### src/rtl/bcd_word_validator.sv
// Streaming BCD guard stage: checks every 4-bit digit of a word for values
// above 9, registers the word together with its status in a single output
// stage, and keeps a saturating count plus a sticky flag of bad words.
module bcd_word_validator #(
  parameter int DIGITS = 4,
  parameter int CNT_W  = 8,
  parameter int IDX_W  = (DIGITS > 1) ? $clog2(DIGITS) : 1,
  parameter int BC_W   = $clog2(DIGITS + 1)
) (
  input  logic                  clk,
  input  logic                  reset,
  input  logic                  in_valid,
  output logic                  in_ready,
  input  logic [4*DIGITS-1:0]   in_data,
  output logic                  out_valid,
  input  logic                  out_ready,
  output logic [4*DIGITS-1:0]   out_data,
  output logic [DIGITS-1:0]     out_digit_ok,
  output logic                  out_word_ok,
  output logic [IDX_W-1:0]      out_first_bad,
  output logic [BC_W-1:0]       out_bad_cnt,
  input  logic                  clr_err,
  output logic [CNT_W-1:0]      err_count,
  output logic                  err_sticky
);

  typedef enum logic {EMPTY, FULL} state_t;

  state_t            state_q, state_d;
  logic              xfer;
  logic              load;
  logic [DIGITS-1:0] digit_ok;
  logic              word_ok;
  logic [IDX_W-1:0]  first_bad;
  logic [BC_W-1:0]   bad_cnt;
  logic              found;

  // The output stage is the only buffer, so a new word fits whenever it is
  // empty or its current word leaves this cycle.
  assign out_valid = (state_q == FULL);
  assign in_ready  = !out_valid || out_ready;
  assign xfer      = in_valid && in_ready;

  // Per-digit legality, lowest bad index and bad-digit population count.
  // NOTE: every variable gets a default before the loop so no latch is inferred.
  always_comb begin
    digit_ok  = '0;
    first_bad = '0;
    bad_cnt   = '0;
    found     = 1'b0;
    for (int k = 0; k < DIGITS; k++) begin
      if (in_data[4*k +: 4] > 4'd9) begin
        bad_cnt = bad_cnt + BC_W'(1);
        if (!found) begin
          first_bad = IDX_W'(k);
          found     = 1'b1;
        end
      end else begin
        digit_ok[k] = 1'b1;
      end
    end
  end

  assign word_ok = &digit_ok;

  // Output-stage next state and load enable.
  always_comb begin
    state_d = state_q;
    load    = 1'b0;
    case (state_q)
      EMPTY: begin
        if (xfer) begin
          load    = 1'b1;
          state_d = FULL;
        end
      end
      FULL: begin
        if (xfer) begin
          load = 1'b1;
        end else if (out_ready) begin
          state_d = EMPTY;
        end
      end
      default: state_d = EMPTY;
    endcase
  end

  // Output-stage state register.
  // NOTE: sequential state uses non-blocking assignments so all registers
  // update together at the edge, independent of statement order.
  always_ff @(posedge clk) begin
    if (reset) state_q <= EMPTY;
    else       state_q <= state_d;
  end

  // Word and status registers; they hold their last value while empty.
  always_ff @(posedge clk) begin
    if (reset) begin
      out_data      <= '0;
      out_digit_ok  <= '0;
      out_word_ok   <= 1'b0;
      out_first_bad <= '0;
      out_bad_cnt   <= '0;
    end else if (load) begin
      out_data      <= in_data;
      out_digit_ok  <= digit_ok;
      out_word_ok   <= word_ok;
      out_first_bad <= first_bad;
      out_bad_cnt   <= bad_cnt;
    end
  end

  // Bad-word accounting on input acceptance; a clear wins over a coincident
  // bad word, which is then not counted.
  always_ff @(posedge clk) begin
    if (reset || clr_err) begin
      err_count  <= '0;
      err_sticky <= 1'b0;
    end else if (xfer && !word_ok) begin
      err_sticky <= 1'b1;
      if (err_count != '1) err_count <= err_count + CNT_W'(1);
    end
  end

endmodule
### config.mk
export PLATFORM = sky130hd
export DESIGN_NAME = bcd_word_validator
export DESIGN_NICKNAME = d
export VERILOG_FILES = /design/src/rtl/bcd_word_validator.sv
export SDC_FILE = /design/constraint.sdc
export NUM_CORES = 1
export LEC_CHECK = 0
export ABC_AREA = 1
export BUFFER_PORTS_ARGS = -buffer_cell sky130_fd_sc_hd__buf_2
export CAP_MARGIN = 20
export CORE_MARGIN = 2
export CORE_UTILIZATION = 45
export CTS_BUF_LIST = sky130_fd_sc_hd__clkbuf_8
export DETAILED_ROUTE_END_ITERATION = 10
export PLACE_DENSITY_LB_ADDON = 0.2
export RECOVER_POWER = 100
export SLEW_MARGIN = 10
export SYNTH_ARGS = -nofsm -noshare
export SYNTH_HDL_FRONTEND = slang
export SYNTH_SLANG_ARGS = --single-unit
### constraint.sdc
create_clock -name clk -period 2.2 [get_ports clk]
set_input_delay 0.22 -clock clk [delete_from_list [all_inputs] [get_ports clk]]
set_output_delay 0.22 -clock clk [all_outputs]
set_load 0.01 [all_outputs]
==> impl_metrics.json, run 1 <==
{
  "hold_viol": 0,
  "combinationalPowerShare": 0.157,
  "ys_warn_count": 0,
  "worst_slew_pin_slew_ps": 813,
  "p_leak_nw": 0.881,
  "synthTopCellsByArea": "dfxtp_1, nor2_1, nand2_1",
  "syn_area_sq_um": 1670,
  "synth_top_area_frac": 0.431,
  "ir_drop_mv": 0.302,
  "h-tree-depth": 2,
  "outcome": "complete, no violations",
  "finalClockSkew_ps": 2.27,
  "timing.final.ws_setup_ps": 425,
  "crit_required_ps": 2380,
  "drive_above_1_share": 0.121,
  "synth_nets": 250,
  "internal-power_mw": 0.969,
  "ys_types": 27,
  "die-height_um": 64.9,
  "post-place-ws_ps": 166,
  "numCtsBuffers": 5,
  "post_cts_buffers": 0,
  "n_fill_cell": 389,
  "clkPwrFrac": 0.307,
  "finalWeightedCongestion": 0.800,
  "grt_pass1_wl_mm": 6.24,
  "cts_tree": "done",
  "ys_seq_elements": 36,
  "routedWlPerCell_um": 10.9,
  "die_area_sq_um": 4220,
  "die_x_um": 64.9,
  "area_growth_pct": 18.7,
  "grt_setup_unrepaired": "no",
  "setup_viol": 0,
  "synth.most_common_cell": "nor2_1",
  "grt_max_degree": 37,
  "io_buffers": 57,
  "start_util": 0.463,
  "place_inst": 323,
  "firstDrtPassIters": 4,
  "coreArea_sq_um": 3610,
  "drc": 0,
  "power_mw": 1.33,
  "seqPwrFrac": 0.536,
  "power_density_nw_per_um2": 671,
  "clk_pin_slew_ps": 60,
  "max_stage_delay_ps": 370,
  "cts_root_buffer": "clkbuf_8",
  "clockBufferDepth": 2,
  "synth_edf_count": 0,
  "antenna_found_initial": 0,
  "holdBufCountCts": 0,
  "layout.cells.non_filler": 328,
  "cp.arrival_ps": 1960,
  "final_core_util": 0.550,
  "grt.overflow.total": 0,
  "cp_cell_sequence": "buf_2 -> o21ai_0 -> inv_1 -> ha_1 -> inv_1 -> nand2_1 -> nand2_1 -> inv_1 -> ha_1 -> nand2_1 -> nand3_1 -> nand2_1 -> inv_1",
  "finalCritPeriodShare": 0.807,
  "synthTopCellsByCount": "nor2_1, nand2_1, dfxtp_1",
  "crit_slowest_cell": "o21ai_0",
  "drtIter0Drc": 143,
  "p_sw_frac": 0.271,
  "finalMaxSlewViolations": 0,
  "pin_count": 58,
  "min_path_type": "in2reg",
  "period_minus_slack_ps": 1780,
  "postCtsResizedCells": 0,
  "vias": 1555,
  "maxCapViolCount": 0,
  "synth_flop_cell": "dfxtp_1",
  "syn_inst": 223,
  "antenna_cells": 0,
  "relSlewSlack": 0.458,
  "grt_usage": 0.190,
  "synth-async-reset-ratio": 0,
  "end_kind": "flip-flop",
  "fin_nets": 309,
  "syn_area_per_cell_sq_um": 7.49,
  "power.switching_mw": 0.361,
  "antenna_left": 0,
  "synth.yosys.seq_area_share": 0.431,
  "timing.fmax_mhz": 563,
  "worst-path-max-fanout": 3,
  "wl_mm": 3.58,
  "std_cell_rows": 22,
  "r2r_slack_ps": 470,
  "grt_pass1_vias": 1438,
  "hpwlAfterDp_mm": 2.48,
  "synth_top_area_cell": "dfxtp_1",
  "numClockSinks": 36,
  "viasPerCell": 4.74,
  "path_class": "in2reg",
  "worstSkewPairLatency_ps": 280,
  "critPathLaunchType": "primary input",
  "tns_ps": 0
}
## registers in the layout (all words and copies together), names as in the netlist
signal / count
out_word_ok: 1
err_sticky: 1
out_valid: 1
err_count: 8
out_digit_ok: 4
out_bad_cnt: 3
out_data: 16
out_first_bad: 2
## cell type report
| class | count | area [sq um] | share of cell area |
|---|---|---|---|
| Multi-Input combinational cell | 157 | 795 | 0.401 |
| Sequential cell | 36 | 721 | 0.363 |
| Tap cell | 48 | 60.1 | 0.0303 |
| Timing Repair Buffer | 59 | 250 | 0.126 |
| Inverter | 23 | 88.8 | 0.0448 |
| Clock buffer | 5 | 68.8 | 0.0347 |
## path summary, 6_finish.rpt
check	from	to	cells past startpoint
setup reg to reg	out_valid	out_bad_cnt[1]	8
hold reg to reg	err_sticky	err_sticky	2
setup / recovery	in_data[5]	out_bad_cnt[1]	13
hold / removal	in_data[8]	out_data[8]	3
## power groups by stage
stage / clock network [mW] / logic [mW] / registers, mW
after floorplan: 0 / 0.119 / 0.745
after global placement: 0 / 0.224 / 0.725
after detailed placement: 0 / 0.227 / 0.726
after CTS: 0.421 / 0.228 / 0.711
after global routing: 0.446 / 0.244 / 0.717
final: 0.408 / 0.209 / 0.713
## cells by family after synthesis
logic type / share of synthesized area
xor+xnor: 0.0105
fa+ha+maj: 0.0449
compound gates: 0.157
buf+inv: 0.0734
simple gates: 0.282
flops: 0.431
## worst max-delay path, delay by kind of cell
family	cells	cell delay, ps
fa+ha+maj	2	590
compound gates	1	370
simple gates	5	330
buf+inv	5	430
## layer usage
layer	routed length, um	track usage	up-vias
li1	-	-	830
met1	1700	0.234	682
met2	1620	0.309	35
met3	178	0.0434	8
met4	75	0.0957	0
met5	0	0	-
## per-stage QoR
step | cell area, sq um | hold WS [ps]
floorplan | 1670 | 289
global placement | 2000 | 442
detailed placement | 2000 | 444
CTS | 2070 | 179
global route | 1980 | 215
finish | 1980 | 184
## placed cells by master (no fill, tap or decap), drive strengths merged
cell    instances
o21ai          28
nor3            1
dfxtp          36
ha              6
o211ai          2
nand3b          1
xor2            2
nor2           45
nand2          43
nand3           7
buf            21
clkbuf         43
a21oi          17
inv            23
nand4           5
Note: power is estimated with default switching activity, not from simulation.
==> run 2, diff against run 1 <==
==> constraint.sdc (replaced) <==
create_clock -name clk -period 1.8 [get_ports clk]
set_input_delay 0.18 -clock clk [delete_from_list [all_inputs] [get_ports clk]]
set_output_delay 0.18 -clock clk [all_outputs]
set_load 0.01 [all_outputs]
==> run 2 against run 1 <==
Routed wire length is 2.9% lower. Design area grew 2.8%. Clock power grew 49%. Cell count increased by 1.5%. Critical path depth fell by 6. Register-to-register slack lost 240 ps. First-iteration DRC count decreased by 31%. Critical endpoint is now err_count[7]. Sequential cell count stayed put. Sequential share of layout area fell by 1.0 points. Via count rose by 1.7%.
==> impl_metrics.json, run 2 (synthesized netlist as in run 1, its figures left out) <==
{
  "viasPerCell": 4.75,
  "endpoint": "err_count[7]",
  "grt_pass1_vias": 1373,
  "fin_nets": 312,
  "coreArea_sq_um": 3610,
  "die_x_um": 64.9,
  "path_class": "reg2reg",
  "end_kind": "flip-flop",
  "cp.arrival_ps": 1790,
  "drive_above_1_share": 0.144,
  "antenna_left": 0,
  "cts_root_buffer": "clkbuf_8",
  "p_sw_frac": 0.263,
  "area_growth_pct": 22.1,
  "routedWlPerCell_um": 10.4,
  "clockBufferDepth": 2,
  "reg2reg_depth": 7,
  "die-height_um": 64.9,
  "finalMaxSlewViolations": 0,
  "pin_count": 58,
  "path_delay_family": "simple AND/OR/NAND/NOR gates",
  "numCtsBuffers": 5,
  "vias": 1582,
  "finalClockSkew_ps": 1.11,
  "internal-power_mw": 1.28,
  "cp_cell_sequence": "ha_1 -> nand3_1 -> inv_1 -> nand2_4 -> nand3_1 -> nand2_1 -> a21oi_1",
  "rr_startpoint": "err_count[0]",
  "crit_required_ps": 2010,
  "h-tree-depth": 2,
  "firstDrtPassIters": 4,
  "combinationalPowerShare": 0.150,
  "timing.fmax_mhz": 636,
  "worst_slew_pin_slew_ps": 521,
  "power_density_nw_per_um2": 852,
  "clk_pin_slew_ps": 70,
  "reg2reg_to": "err_count[7]",
  "stdcell_area_sq_um": 2040,
  "r2r_slack_ps": 230,
  "power_mw": 1.74,
  "reg_top3": "out_data: 16 flops, err_count: 8 flops, out_digit_ok: 4 flops",
  "crit_cells": 7,
  "cts_tree": "done",
  "crit_slowest_cell": "dfxtp_1",
  "post_cts_buffers": 0,
  "n_fill_cell": 392,
  "max_stage_delay_ps": 430,
  "numClockSinks": 36,
  "holdBufCountCts": 0,
  "antenna_cells": 0,
  "std_cell_rows": 22,
  "crit_path_frequent_cell": "nand3_1",
  "critPathLaunchType": "flip-flop",
  "drc": 0,
  "postPlaceCellArea_sq_um": 2020,
  "worst-path-max-fanout": 8,
  "setup_viol": 0,
  "grt_setup_unrepaired": "no",
  "wl_mm": 3.48,
  "grt.overflow.total": 0,
  "hold_viol": 0,
  "finalWeightedCongestion": 0.777,
  "relSlewSlack": 0.652,
  "die_area_sq_um": 4220,
  "drtIter0Drc": 98,
  "io_buffers": 57,
  "grt_usage": 0.186,
  "min_path_type": "in2reg",
  "start_util": 0.463,
  "finalCritPeriodShare": 0.874,
  "p_leak_nw": 0.929,
  "maxCapViolCount": 0,
  "worstSetupStartpoint": "err_count[0]",
  "outcome": "complete, no violations",
  "period_minus_slack_ps": 1570,
  "antenna_found_initial": 0,
  "ir_drop_mv": 0.485,
  "clkPwrFrac": 0.350,
  "grt_pass1_wl_mm": 6.07,
  "postCtsResizedCells": 0,
  "worstSkewPairLatency_ps": 280,
  "power.switching_mw": 0.457,
  "hpwlAfterDp_mm": 2.48,
  "critPathBufInv": 1,
  "largest_reg_flops": 16,
  "seqPwrFrac": 0.500,
  "final_cell_mix": "nand2_1, nor2_1, clkbuf_1",
  "grt_max_degree": 24,
  "largest_register": "out_data"
}
[run 2: cell types whose count changed in the layout (fill, tap and decap cells not counted)]
cell | previous run | this run
buf_4 | 1 | 3
clkbuf_1 | 38 | 37
clkbuf_2 | 0 | 2
clkbuf_8 | 5 | 7
nand2_1 | 43 | 42
nand2_4 | 0 | 1
o21ai_0 | 25 | 24
o21ai_1 | 1 | 2
[run 2: worst register-to-register path, delay by kind of cell (launching register included)]
family	cells	cell delay, ps
AOI/OAI and AO/OA	1	160
buffers and inverters	1	130
DFF	1	430
adders and majority gates	1	250
and+or+nand+nor	4	540
[run 2: per-stage QoR]
| stage | instances | setup TNS [ps] | util | worst slack, ps | hold WS, ps |
|---|---|---|---|---|---|
| after floorplan | 223 | 0 | - | 139 | 249 |
| after global placement | 326 | 0 | 0.560 | 27.1 | 430 |
| after detailed placement | 326 | -20.7 | 0.560 | -20.7 | 439 |
| after CTS | 333 | 0 | 0.587 | 287 | 127 |
| after global routing | 333 | 0 | 0.566 | 45.5 | 160 |
| final | 333 | 0 | 0.566 | 227 | 138 |
[run 2: how the worst min path moves through the flow]
stage	slack (ps)	endpoint	start	cells past startpoint
after floorplan	250	out_first_bad[0]	reset	1
after global placement	430	out_data[4]	in_data[4]	3
after detailed placement	440	out_first_bad[0]	reset	2
after CTS	130	out_first_bad[0]	reset	2
after global routing	160	out_first_bad[0]	reset	2
final	140	out_first_bad[0]	reset	2
[run 2: routing by layer]
metal | wire length [um] | track usage | vias up
li1 | - | - | 838
met1 | 1610 | 0.233 | 698
met2 | 1590 | 0.293 | 40
met3 | 222 | 0.0642 | 6
met4 | 59 | 0.0745 | 0
met5 | 0 | 0 | -
[run 2: area by class of cell]
| type | instances | area (sq um) | share of cell area |
|---|---|---|---|
| clock buffer | 7 | 96.3 | 0.0472 |
| timing repair buffer | 62 | 272 | 0.133 |
| inverter | 23 | 88.8 | 0.0436 |
| tap | 48 | 60.1 | 0.0294 |
| multi-input combinational | 157 | 802 | 0.393 |
| sequential | 36 | 721 | 0.353 |
[run 2: power by group through the flow]
stage | registers (mW) | clock network, mW | logic (mW)
after detailed placement | 0.886 | 0 | 0.282
after global placement | 0.886 | 0 | 0.280
after CTS | 0.869 | 0.627 | 0.284
final | 0.869 | 0.608 | 0.260
after floorplan | 0.911 | 0 | 0.145
after global routing | 0.875 | 0.656 | 0.304
